`config.mk`:
```
export PLATFORM = sky130hd
export DESIGN_NAME = dmem_arb
export DESIGN_NICKNAME = d
export VERILOG_FILES = /design/src/rtl/dmem_arb_pkg.sv /design/src/rtl/dmem_arb_rr_arb2.sv /design/src/rtl/dmem_arb.sv
export SDC_FILE = /design/constraint.sdc
export NUM_CORES = 1
export LEC_CHECK = 0
export ABC_AREA = 1
export BUFFER_PORTS_ARGS = -buffer_cell sky130_fd_sc_hd__buf_2
export CAP_MARGIN = 20
export CORE_AREA = 2 2 123 125
export DETAILED_ROUTE_END_ITERATION = 12
export DIE_AREA = 0 0 125 127
export PLACE_DENSITY = 0.54
export SLEW_MARGIN = 20
export SYNTH_ARGS = -nofsm -noshare
export SYNTH_HDL_FRONTEND = slang
export SYNTH_SLANG_ARGS = --single-unit
```
`constraint.sdc`:
```
create_clock -name clk -period 4.3 [get_ports clk]
set_input_delay 0.43 -clock clk [delete_from_list [all_inputs] [get_ports clk]]
set_output_delay 0.43 -clock clk [all_outputs]
set_load 0.01 [all_outputs]
```
`src/rtl/dmem_arb_pkg.sv`:
```
// Shared definitions for the data-memory arbiter: peripheral decode base,
// FSM encoding, master index width and the per-master command bundle.
package dmem_arb_pkg;
  localparam logic [3:0] PERIPH_BASE_DEF = 4'hC;
  localparam int         MIDX_W          = 1;

  typedef logic [MIDX_W-1:0] midx_t;

  typedef enum logic {
    IDLE = 1'b0,
    LOCK = 1'b1
  } state_t;

  typedef struct packed {
    logic        we;
    logic [31:0] addr;
    logic [31:0] wdata;
    logic [3:0]  wstrb;
  } cmd_t;
endpackage

```
`src/rtl/dmem_arb_rr_arb2.sv`:
```
// Two-way round-robin select: a lone requester wins, a tie goes to the
// master that did not win last.
module rr_arb2
  import dmem_arb_pkg::*;
(
  input  logic [1:0] req,
  input  midx_t      last,
  output midx_t      sel
);
  always_comb begin
    sel = '0;
    if (req == 2'b11) sel = ~last;
    else if (req[1])  sel = 1'b1;
  end
endmodule

```
`src/rtl/dmem_arb.sv`:
```
// Core/DMA arbiter onto the data RAM and the peripheral (CLIC) port, with a
// one-cycle registered read-return path.
module dmem_arb
  import dmem_arb_pkg::*;
#(
  parameter logic [3:0] PERIPH_BASE = PERIPH_BASE_DEF,
  parameter int         NM          = 2
) (
  input  logic               clk,
  input  logic               resetb,
  input  logic [NM-1:0]      m_req,
  input  logic [NM-1:0]      m_we,
  input  logic [32*NM-1:0]   m_addr,
  input  logic [32*NM-1:0]   m_wdata,
  input  logic [4*NM-1:0]    m_wstrb,
  output logic [NM-1:0]      m_gnt,
  output logic [NM-1:0]      m_rvalid,
  output logic [31:0]        m_rdata,
  output logic [31:0]        t_addr,
  output logic               t_we,
  output logic [31:0]        t_wdata,
  output logic [3:0]         t_wstrb,
  output logic               mem_req,
  input  logic               mem_gnt,
  input  logic [31:0]        mem_rdata,
  output logic               per_req,
  input  logic               per_gnt,
  input  logic [31:0]        per_rdata
);
  cmd_t [NM-1:0] cmd;
  state_t        state, state_nxt;
  midx_t         last, lock_idx, rr_sel, sel;
  logic          sel_req, is_per, tgt_gnt, granted;
  logic          rd_pend, rd_per;
  midx_t         rd_idx;

  for (genvar i = 0; i < NM; i++) begin : g_cmd
    assign cmd[i].we    = m_we[i];
    assign cmd[i].addr  = m_addr[32*i +: 32];
    assign cmd[i].wdata = m_wdata[32*i +: 32];
    assign cmd[i].wstrb = m_wstrb[4*i +: 4];
  end

  rr_arb2 u_rr (
    .req  (m_req),
    .last (last),
    .sel  (rr_sel)
  );

  // A stalled master keeps the bus until its target accepts or it withdraws.
  assign sel     = (state == LOCK) ? lock_idx : rr_sel;
  assign sel_req = m_req[sel];
  assign t_addr  = cmd[sel].addr;
  assign t_we    = cmd[sel].we;
  assign t_wdata = cmd[sel].wdata;
  assign t_wstrb = cmd[sel].wstrb;

  assign is_per  = (t_addr[31:28] == PERIPH_BASE);
  assign mem_req = sel_req & ~is_per;
  assign per_req = sel_req &  is_per;
  assign tgt_gnt = is_per ? per_gnt : mem_gnt;
  assign granted = sel_req & tgt_gnt;

  always_comb begin
    m_gnt      = '0;
    m_gnt[sel] = granted;
  end

  always_comb begin
    state_nxt = state;
    case (state)
      IDLE:    if (sel_req && !tgt_gnt) state_nxt = LOCK;
      LOCK:    if (!sel_req || tgt_gnt) state_nxt = IDLE;
      default: state_nxt = IDLE;
    endcase
  end

  always_ff @(posedge clk or negedge resetb) begin
    if (!resetb) begin
      state    <= IDLE;
      last     <= 1'b1;
      lock_idx <= '0;
      rd_pend  <= 1'b0;
      rd_idx   <= '0;
      rd_per   <= 1'b0;
    end else begin
      state   <= state_nxt;
      rd_pend <= granted & ~t_we;
      if (state == IDLE && state_nxt == LOCK) lock_idx <= sel;
      if (granted) begin
        last   <= sel;
        rd_idx <= sel;
        rd_per <= is_per;
      end
    end
  end

  always_comb begin
    m_rvalid = '0;
    if (rd_pend) m_rvalid[rd_idx] = 1'b1;
  end

  assign m_rdata = !rd_pend ? '0 : (rd_per ? per_rdata : mem_rdata);
endmodule
```
==> results.py, run 1 <==
metrics = {
    "synth": {
        "netlist_area_um2": 1720,
        "synth_top_area_share_pct": 46.3,
        "ys_warn_count": 0,
        "yosysSeqAreaShare_pct": 8.81,
        "synth_ff_type": "dfrtp_1",
        "syn_inst": 380,
        "synth.net_count": 588,
        "synth_seq_cells": 6,
        "syn_area_per_cell_um2": 4.52,
        "synth_area_leader_cell": "nand2_1",
        "synth_area_leaders": "nand2_1 46%, nor2_1 15%, o21ai_0 9.3%, dfrtp_1 7.3%, buf_2 2.9%",
        "synth_enable_flop_cells": 0,
        "async_reset_ff_share_pct": 100,
        "yosysUniqueCellTypes": 22,
    },
    "grt": {
        "grt_pass1_wl_mm": 14.8,
        "overflow": 0,
        "track_usage_pct": 11.3,
        "grt_pass1_vias": 2998,
        "antenna_found_initial": 0,
        "grt_max_degree": 44,
    },
    "die": {
        "die_x_um": 125,
        "start_util_pct": 11.9,
        "ios": 315,
        "core-area_um2": 14400,
        "floorplan.die_area_um2": 15900,
        "row_count": 44,
        "fp.dieH_um": 127,
    },
    "setup_path": {
        "worstPathMaxFanout": 43,
        "worst_setup_path_start_kind": "flip-flop",
        "critPathRequiredTime_ns": 3.87,
        "cp-end-kind": "primary output",
        "cp_data_arrival_time_ns": 2.45,
        "crit_type": "reg2out",
    },
    "clocking": {
        "clk_pin_slew_ns": 0.04,
        "clockBufferDepth": 2,
        "numCtsBuffers": 3,
        "post-cts-setup-buffer-count": 0,
        "cts_hold_buf": 0,
        "cts_resized": 0,
        "cts_sinks": 6,
        "cts_max_level": 1,
        "root_buffer": "clkbuf_16",
        "worstSkewPairLatency_ns": 0.23,
        "tritoncts": "done",
    },
    "timing": {
        "max-slew-margin-rel_pct": 37.6,
        "max_slew.worst_pin.slew_ns": 0.936,
        "fin_skew_ns": 0.00233,
        "rsz0062_at_grt": "false",
        "finalSetupViolCount": 0,
        "finalHoldViolCount": 0,
        "fin_setup_tns_ns": 0,
        "min_period_over_period_pct": 66.9,
        "slew_viol_final": 0,
        "period_needed_ns": 2.88,
        "fmax_mhz": 348,
        "whs_ns": 0.0172,
    },
    "worst_hold_path": {
        "hp-class": "in2async",
    },
    "finish": {
        "drive_above_1_share_pct": 50.4,
        "multi_input_area_um2": 1400,
        "nFillCells": 1701,
        "diodes": 0,
        "fin_cells": 861,
        "fin_area_um2": 3510,
        "seq_area_um2": 151,
        "syn2layout_area_growth_pct": 104,
        "fin_nets": 886,
    },
    "detailed_routing": {
        "wirelength_mm": 10.1,
        "drt-initial-drc-count": 91,
        "routedWlPerCell_um": 11.8,
        "vias": 3284,
        "drc": 0,
        "dr.pass1.iters": 4,
        "ant_nets": 0,
        "viasPerCell": 3.81,
    },
    "run_status": {
        "status": "complete, no violations",
    },
    "power": {
        "cellPowerDensity_nw_per_um2": 347,
        "ir_drop_v": 0.000166,
        "leakagePower_nw": 2.41,
    },
    "place": {
        "numPortBuffers": 314,
        "place_hpwl_mm": 8.71,
        "place_area_um2": 3430,
        "gp_congestion": 0.793,
        "dp_cells": 857,
    },
    "job": {
        "drv_cap": 0,
    },
}
[layout make-up]
class / count / share of cell area [%]
well taps: 184 / 6.56
multi-input cells: 335 / 39.8
flip-flops and latches: 6 / 4.31
inverters: 15 / 1.67
clock buffers: 4 / 2.24
repair buffers: 317 / 45.4
[path summary, 6_finish.rpt]
check                      startpoint    endpoint  slack, ns  cells after the start
setup / recovery                 last  t_wstrb[2]       1.42                      8
hold reg to reg                  last        last       0.47                      2
max in group asynchronous      resetb        last       4.06                      1
hold / removal                 resetb    lock_idx       0.02                      1
setup reg to reg                 last      rd_idx       2.37                     13
min in group clk              per_gnt      rd_per       0.43                      3
[state kept, by name, summed over array words and instances (netlist names)]
name and flops:
last 1, lock_idx 1, rd_idx 1, rd_pend 1, rd_per 1, state 1
[report_power, final]
part | internal, mW | leakage (nW) | switching (mW) | total [mW]
clock | 0.123 | 0.0382 | 0.0333 | 0.156
sequential | 0.0792 | 0.0760 | 0.0273 | 0.107
combinational | 0.358 | 2.29 | 0.600 | 0.957
total | 0.560 | 2.41 | 0.660 | 1.22
[worst max-delay path, stage by stage, from the launching register on]
cell,delay (ns)
dfstp_2,0.52
nand2_1,0.08
nand3_4,0.09
nand2_4,0.27
inv_2,0.41
buf_4,0.45
nand2_1,0.10
nand2_1,0.12
buf_2,0.14
[through the flow]
stage / total power [mW] / util (%) / worst slack [ns]
after global routing: 1.35 / 24.3 / 1.15
after detailed placement: 1.08 / 23.8 / 1.60
after CTS: 1.24 / 24.3 / 1.37
final: 1.22 / 24.3 / 1.42
after global placement: 1.08 / 23.8 / 1.62
after floorplan: 0.670 / - / 2.36
[metal layers]
layer / share of wire, % / track usage, % / up-vias / wire (um)
li1: - / - / 1743 / -
met4: 0.42 / 0.523 / 0 / 43
met2: 52 / 22.3 / 190 / 5230
met3: 9.3 / 3.27 / 4 / 941
met5: 0 / 0 / - / 0
met1: 39 / 12.7 / 1347 / 3910
[cell families (layout without fill, tap and decap cells)]
logic type,Yosys count,in the layout,synth area share [%]
AND/OR/NAND/NOR,301,301,70.8
buffers and inverters,39,336,9.83
AO/OA/AOI/OAI,34,34,10.6
flip-flops,6,6,8.81
[placed cells by master, fill, tap and decap left out]
cell type	count
buf_2	314
nand2_1	212
nor2_1	67
o21ai_0	32
inv_1	11
nand2_2	7
dfrtp_1	5
nand3_1	4
inv_2	3
clkbuf_16	3
buf_4	3
nand2_4	2
nand3b_1	2
nor2_4	2
nor2_2	2
nand3_4	1
inv_4	1
o21ai_4	1
a21oi_1	1
nand3_2	1
nand4_1	1
clkbuf_1	1
dfstp_2	1
[Yosys cell counts (2+ instances only)]
cell type,n
nor2_4,2
nand2_1,212
nand2_4,2
nand3_1,4
nand2_2,7
dfrtp_1,5
buf_2,10
inv_2,3
nand3b_1,2
nor2_2,2
o21ai_0,32
nor2_1,67
inv_1,11
clkbuf_1,13
Note: power is estimated with default switching activity, not from simulation.
==> run 2: changes to the inputs <==
- CORE_AREA: 2 2 123 125 -> 2 2 121 123
- DIE_AREA: 0 0 125 127 -> 0 0 123 125
- PLACE_DENSITY: 0.54 -> 0.55
- clock period: 4.3 -> 2.7 ns (I/O delays scaled with it)
==> run 2 against run 1 <==
Sequential share of layout area fell by 0.11 points. Cell area rose by 2.6%. First-iteration DRC count fell by 29%. Via count rose by 2.2%. Largest cell class unchanged. Highest routed layer is now met5.
==> results.py, run 2 (synthesis gave the netlist of run 1 again) <==
metrics = {
    "finish": {
        "layout_commonest_cell": "buf_2",
        "syn2layout_area_growth_pct": 110,
        "nFillCells": 1646,
        "drive_above_1_share_pct": 50.9,
        "diodes": 0,
        "multi_input_area_um2": 1400,
        "fin_area_um2": 3600,
        "final_cell_mix": "314 x buf_2, 212 x nand2_1, 67 x nor2_1",
        "fin_nets": 896,
        "seq_area_um2": 151,
    },
    "setup_path": {
        "worst_setup_path_start_kind": "flip-flop",
        "worstPathMaxFanout": 25,
        "reg2reg_setup_slack_ns": 0.95,
        "cp-end-kind": "primary output",
        "worstRegToRegCells": 12,
        "r2r_end": "rd_pend",
        "crit_start": "last",
        "critPathRequiredTime_ns": 2.43,
        "crit_type": "reg2out",
        "cp_data_arrival_time_ns": 1.99,
        "cp-endpoint": "t_wstrb[3]",
        "r2r_start": "last",
    },
    "power": {
        "cellPowerDensity_nw_per_um2": 556,
        "leakagePower_nw": 2.46,
        "ir_drop_v": 0.000210,
    },
    "grt": {
        "grt_max_degree": 66,
        "overflow": 0,
        "antenna_found_initial": 1,
        "track_usage_pct": 11.2,
        "grt_pass1_wl_mm": 13.9,
        "grt_pass1_vias": 2956,
    },
    "timing": {
        "fin_setup_tns_ns": 0,
        "max-slew-margin-rel_pct": 47.8,
        "min_period_over_period_pct": 83.7,
        "rsz0062_at_grt": "false",
        "fin_skew_ns": 0.000192,
        "finalSetupViolCount": 0,
        "fmax_mhz": 443,
        "max_slew.worst_pin.slew_ns": 0.784,
        "slew_viol_final": 0,
        "finalHoldViolCount": 0,
        "period_needed_ns": 2.26,
    },
    "die": {
        "ios": 315,
        "row_count": 44,
        "core-area_um2": 14200,
        "fp.dieH_um": 125,
        "die_x_um": 123,
        "floorplan.die_area_um2": 15400,
        "start_util_pct": 12.1,
    },
    "clocking": {
        "root_buffer": "clkbuf_16",
        "clockBufferDepth": 2,
        "clk_pin_slew_ns": 0.04,
        "tritoncts": "done",
        "cts_sinks": 6,
        "cts_hold_buf": 1,
        "post-cts-setup-buffer-count": 0,
        "cts_resized": 0,
        "cts_max_level": 1,
        "numCtsBuffers": 3,
        "worstSkewPairLatency_ns": 0.23,
    },
    "detailed_routing": {
        "vias": 3357,
        "drc": 0,
        "wirelength_mm": 9.68,
        "ant_nets": 0,
        "drt-initial-drc-count": 65,
        "routedWlPerCell_um": 11.1,
        "viasPerCell": 3.85,
        "dr.pass1.iters": 4,
    },
    "place": {
        "place_area_um2": 3510,
        "place_hpwl_mm": 8.22,
        "numPortBuffers": 314,
        "gp_congestion": 0.804,
    },
    "worst_hold_path": {
        "hold_path_depth": 3,
        "hp-class": "in2reg",
    },
    "run_status": {
        "status": "complete, no violations",
    },
    "job": {
        "drv_cap": 0,
    },
}
run 2: changes by cell type in the layout (fill, tap and decap cells not counted), sizes merged:
cell,previous run,this run
buf,317,326
dlygate4sd3,0,1
run 2: cell type report:
cell class	count	area share (%)
multi-input cells	335	38.8
inverters	15	1.63
clock buffers	4	2.19
flip-flops and latches	6	4.20
well taps	184	6.39
repair buffers	327	46.8
run 2: worst min-delay path by stage:
stage / start / end / slack, ns
floorplan: resetb / lock_idx / -0.03
global placement: resetb / rd_idx / 0.10
detailed placement: resetb / state / 0.11
CTS: per_gnt / rd_per / 0.29
global route: per_gnt / rd_per / 0.32
finish: per_gnt / rd_per / 0.30
run 2: per-layer routing:
layer	track usage, %	part of all wire (%)	up-vias
li1	-	-	1763
met1	12.0	39	1381
met2	22.1	50	203
met3	2.05	10	8
met4	2.07	0.83	2
met5	0	0.17	-
run 2: worst max-delay path, cell delays in order, from the launching register on:
cell and delay, ns:
dfstp_2 0.52, nand2_1 0.08, nand3_4 0.10, nand2_4 0.13
inv_2 0.41, buf_4 0.23, nand2_1 0.05, nand2_1 0.09
buf_2 0.14
run 2: power breakdown:
group	total (mW)	switching, mW	internal, mW
sequential	0.162	0.0357	0.126
clock	0.250	0.0535	0.196
combinational	1.59	0.962	0.628
total	2.00	1.05	0.951
run 2: per-stage QoR:
stage	instances	power (mW)	worst slack [ns]	hold slack, ns	util [%]
after detailed placement	866	1.77	0.649	0.109	24.7
after global routing	871	2.21	0.263	0.321	25.4
after floorplan	380	1.07	0.921	-0.0256	-
final	871	2.00	0.441	0.298	25.4
after global placement	866	1.77	0.674	0.105	24.7
after CTS	871	2.03	0.404	0.292	25.4
==> run 3: changes to the inputs <==
- ABC_AREA: 1 -> 0
- CORE_AREA: 2 2 121 123 -> 2 2 123 125
- DIE_AREA: 0 0 123 125 -> 0 0 125 127
- clock period: 2.7 -> 1.8 ns (I/O delays scaled with it)
==> run 3 against run 2 <==
The flow now finishes with violations (setup timing). Register-to-register slack worse by 1.0 ns. Setup slack got worse by 0.77 ns. Synthesized cell count is 51% lower. Non-clock buffer count is 16 higher. Synthesized area is 1.5% higher. First-iteration DRC count decreased by 46%. Cell count down 19%. Hold slack better by 0.011 ns. Utilization increased by 3.8 points. Clock skew grew 0.0033 ns. Sequential share of layout area shrank 0.58 points. Combinational power rose by 79%. Critical path type unchanged. Highest routed layer unchanged.
==> results.py, run 3 <==
metrics = {
    "setup_path": {
        "worstRegToRegCells": 8,
        "crit_type": "reg2out",
        "worst_setup_path_start_kind": "flip-flop",
        "worstPathMaxFanout": 6,
        "crit_buf_inv": 4,
        "cp_slowest_cell": "dfstp_2",
        "crit_cells": 7,
        "cp-end-kind": "primary output",
        "max_stage_delay_ns": 0.54,
        "critPathRequiredTime_ns": 1.62,
        "path_cells": "a21boi_4, mux2i_4, buf_4, buf_6, clkbuf_16, mux2_2, buf_2",
        "cp_data_arrival_time_ns": 1.95,
        "path_delay_family": "buffers and inverters",
    },
    "die": {
        "core-area_um2": 14400,
        "floorplan.die_area_um2": 15900,
        "fp.dieH_um": 127,
        "ios": 315,
        "start_util_pct": 12.1,
        "die_x_um": 125,
        "row_count": 44,
    },
    "synth": {
        "syn_area_per_cell_um2": 9.28,
        "synth_ff_type": "dfrtp_1",
        "synth_area_leader_cell": "mux2_2",
        "ys_warn_count": 0,
        "syn_inst": 188,
        "synth.net_count": 396,
        "netlist_area_um2": 1750,
        "synth_enable_flop_cells": 0,
        "synth_area_leaders": "mux2_2 45%, mux2i_1 22%, nor2b_1 12%, dfrtp_1 7.2%, buf_2 3.2%",
        "yosysUniqueCellTypes": 20,
        "yosys-top-cells-count": "69 x mux2_2, 38 x mux2i_1, 33 x nor2b_1",
        "synth_top_area_share_pct": 44.5,
        "yosysMostFrequentCell": "mux2_2",
        "synth_seq_cells": 6,
        "async_reset_ff_share_pct": 100,
        "yosysSeqAreaShare_pct": 8.67,
    },
    "grt": {
        "grt_pass1_wl_mm": 16.3,
        "grt_max_degree": 35,
        "overflow": 0,
        "grt_pass1_vias": 2799,
        "antenna_found_initial": 1,
        "track_usage_pct": 13.4,
    },
    "finish": {
        "layout_commonest_cell": "buf_2",
        "final_util_pct": 29.2,
        "fin_area_um2": 4210,
        "fin_cells": 704,
        "fin_nets": 729,
        "nFillCells": 1580,
        "diodes": 0,
        "drive_above_1_share_pct": 81.7,
        "final_cell_mix": "294 x buf_2, 50 x mux2_2, 35 x mux2i_1",
        "syn2layout_area_growth_pct": 141,
    },
    "place": {
        "place_area_um2": 3640,
        "numPortBuffers": 314,
        "gp_congestion": 0.807,
        "dp_cells": 685,
        "place_hpwl_mm": 9.75,
    },
    "worst_hold_path": {
        "hp-class": "in2reg",
        "hold_path_depth": 3,
    },
    "timing": {
        "fmax_mhz": 470,
        "fin_skew_ns": 0.00354,
        "max_slew.worst_pin.slew_ns": 0.326,
        "setup_ws_ns": -0.328,
        "finalHoldViolCount": 0,
        "rsz0062_at_grt": "true",
        "max-slew-margin-rel_pct": 78.1,
        "finalSetupViolCount": 78,
        "slew_viol_final": 0,
        "fin_setup_tns_ns": -21.04,
        "min_period_over_period_pct": 118,
        "period_needed_ns": 2.13,
    },
    "detailed_routing": {
        "wirelength_mm": 11.7,
        "drc": 0,
        "ant_nets": 0,
        "routedWlPerCell_um": 16.5,
        "vias": 2798,
        "dr.pass1.iters": 4,
        "drt-initial-drc-count": 35,
        "viasPerCell": 3.97,
    },
    "power": {
        "p_sw_share_pct": 38.4,
        "ir_drop_v": 0.000342,
        "leakagePower_nw": 2.26,
        "seqPwrFrac_pct": 6.9,
        "cellPowerDensity_nw_per_um2": 820,
        "power_frac_clock_pct": 11.0,
        "p_int_mw": 2.13,
        "p_switching_mw": 1.32,
        "p_comb_share_pct": 82.2,
    },
    "clocking": {
        "worstSkewPairLatency_ns": 0.23,
        "clockBufferDepth": 2,
        "clk_pin_slew_ns": 0.04,
        "numCtsBuffers": 3,
        "cts_max_level": 1,
        "tritoncts": "done",
        "cts_sinks": 6,
        "root_buffer": "clkbuf_16",
    },
    "run_status": {
        "violations": "setup timing",
        "status": "finished with violations",
    },
    "job": {
        "drv_cap": 0,
    },
}
==> run 3: cells by family after synthesis <==
group / count (synthesis) / synth area share, %
mux: 109 / 67.7
simple gates: 50 / 16.5
buf+inv: 17 / 4.44
compound gates: 6 / 2.65
flops: 6 / 8.67
==> run 3: repair_timing <==
action,CTS,global route
endpoints found under the setup margin,78,78
hold buffers,1,0
resized for setup,52,5
pin swaps,1,1
gates cloned,3,2
endpoints found under the hold margin,6,0
setup buffers,7,4
==> run 3: per-layer routing <==
metal	vias to the layer above	global-route usage [%]	share of wire, %
li1	1346	-	-
met1	1261	14.4	36
met2	177	25.6	53
met3	12	4.19	9.3
met4	2	2.88	1.4
met5	-	0	0.14
==> run 3: worst min-delay path, delay by kind of cell <==
family                 cells  cell delay (ns)
AO/OA/AOI/OAI              2             0.18
buffers and inverters      1             0.13
==> run 3: cell type report <==
type                       count  area (um^2)  area share (%)
inverter                       2         7.51           0.178
tap                          184          230            5.47
timing repair buffer         343         2100            50.0
multi-input combinational    165         1640            38.9
clock buffer                   4         78.8            1.87
sequential                     6          153            3.63
==> run 3: power by group through the flow <==
stage | Combinational (mW) | Clock, mW | Sequential [mW]
after floorplan | 1.23 | 0 | 0.215
after global placement | 2.21 | 0 | 0.236
after detailed placement | 2.20 | 0 | 0.238
after CTS | 2.78 | 0.390 | 0.240
after global routing | 3.01 | 0.397 | 0.249
final | 2.84 | 0.378 | 0.238
==> run 3: path summary, 6_finish.rpt <==
path	from	slack [ns]	end
min in group asynchronous	resetb	0.34	rd_per
min reg2reg	last	0.49	last
min	per_gnt	0.31	rd_per
max in group asynchronous	resetb	1.23	last
max	last	-0.33	t_wdata[12]
max reg2reg	last	-0.09	rd_pend
==> run 3: metrics by stage <==
stage	total power, mW	hold WS [ns]	worst slack, ns
2_1_floorplan	1.44	-0.116	-0.0731
3_3_place_gp	2.44	0.0258	-0.149
3_5_place_dp	2.44	0.0207	-0.162
4_1_cts	3.41	0.262	-0.333
5_1_grt	3.66	0.352	-0.390
6_report	3.45	0.310	-0.328
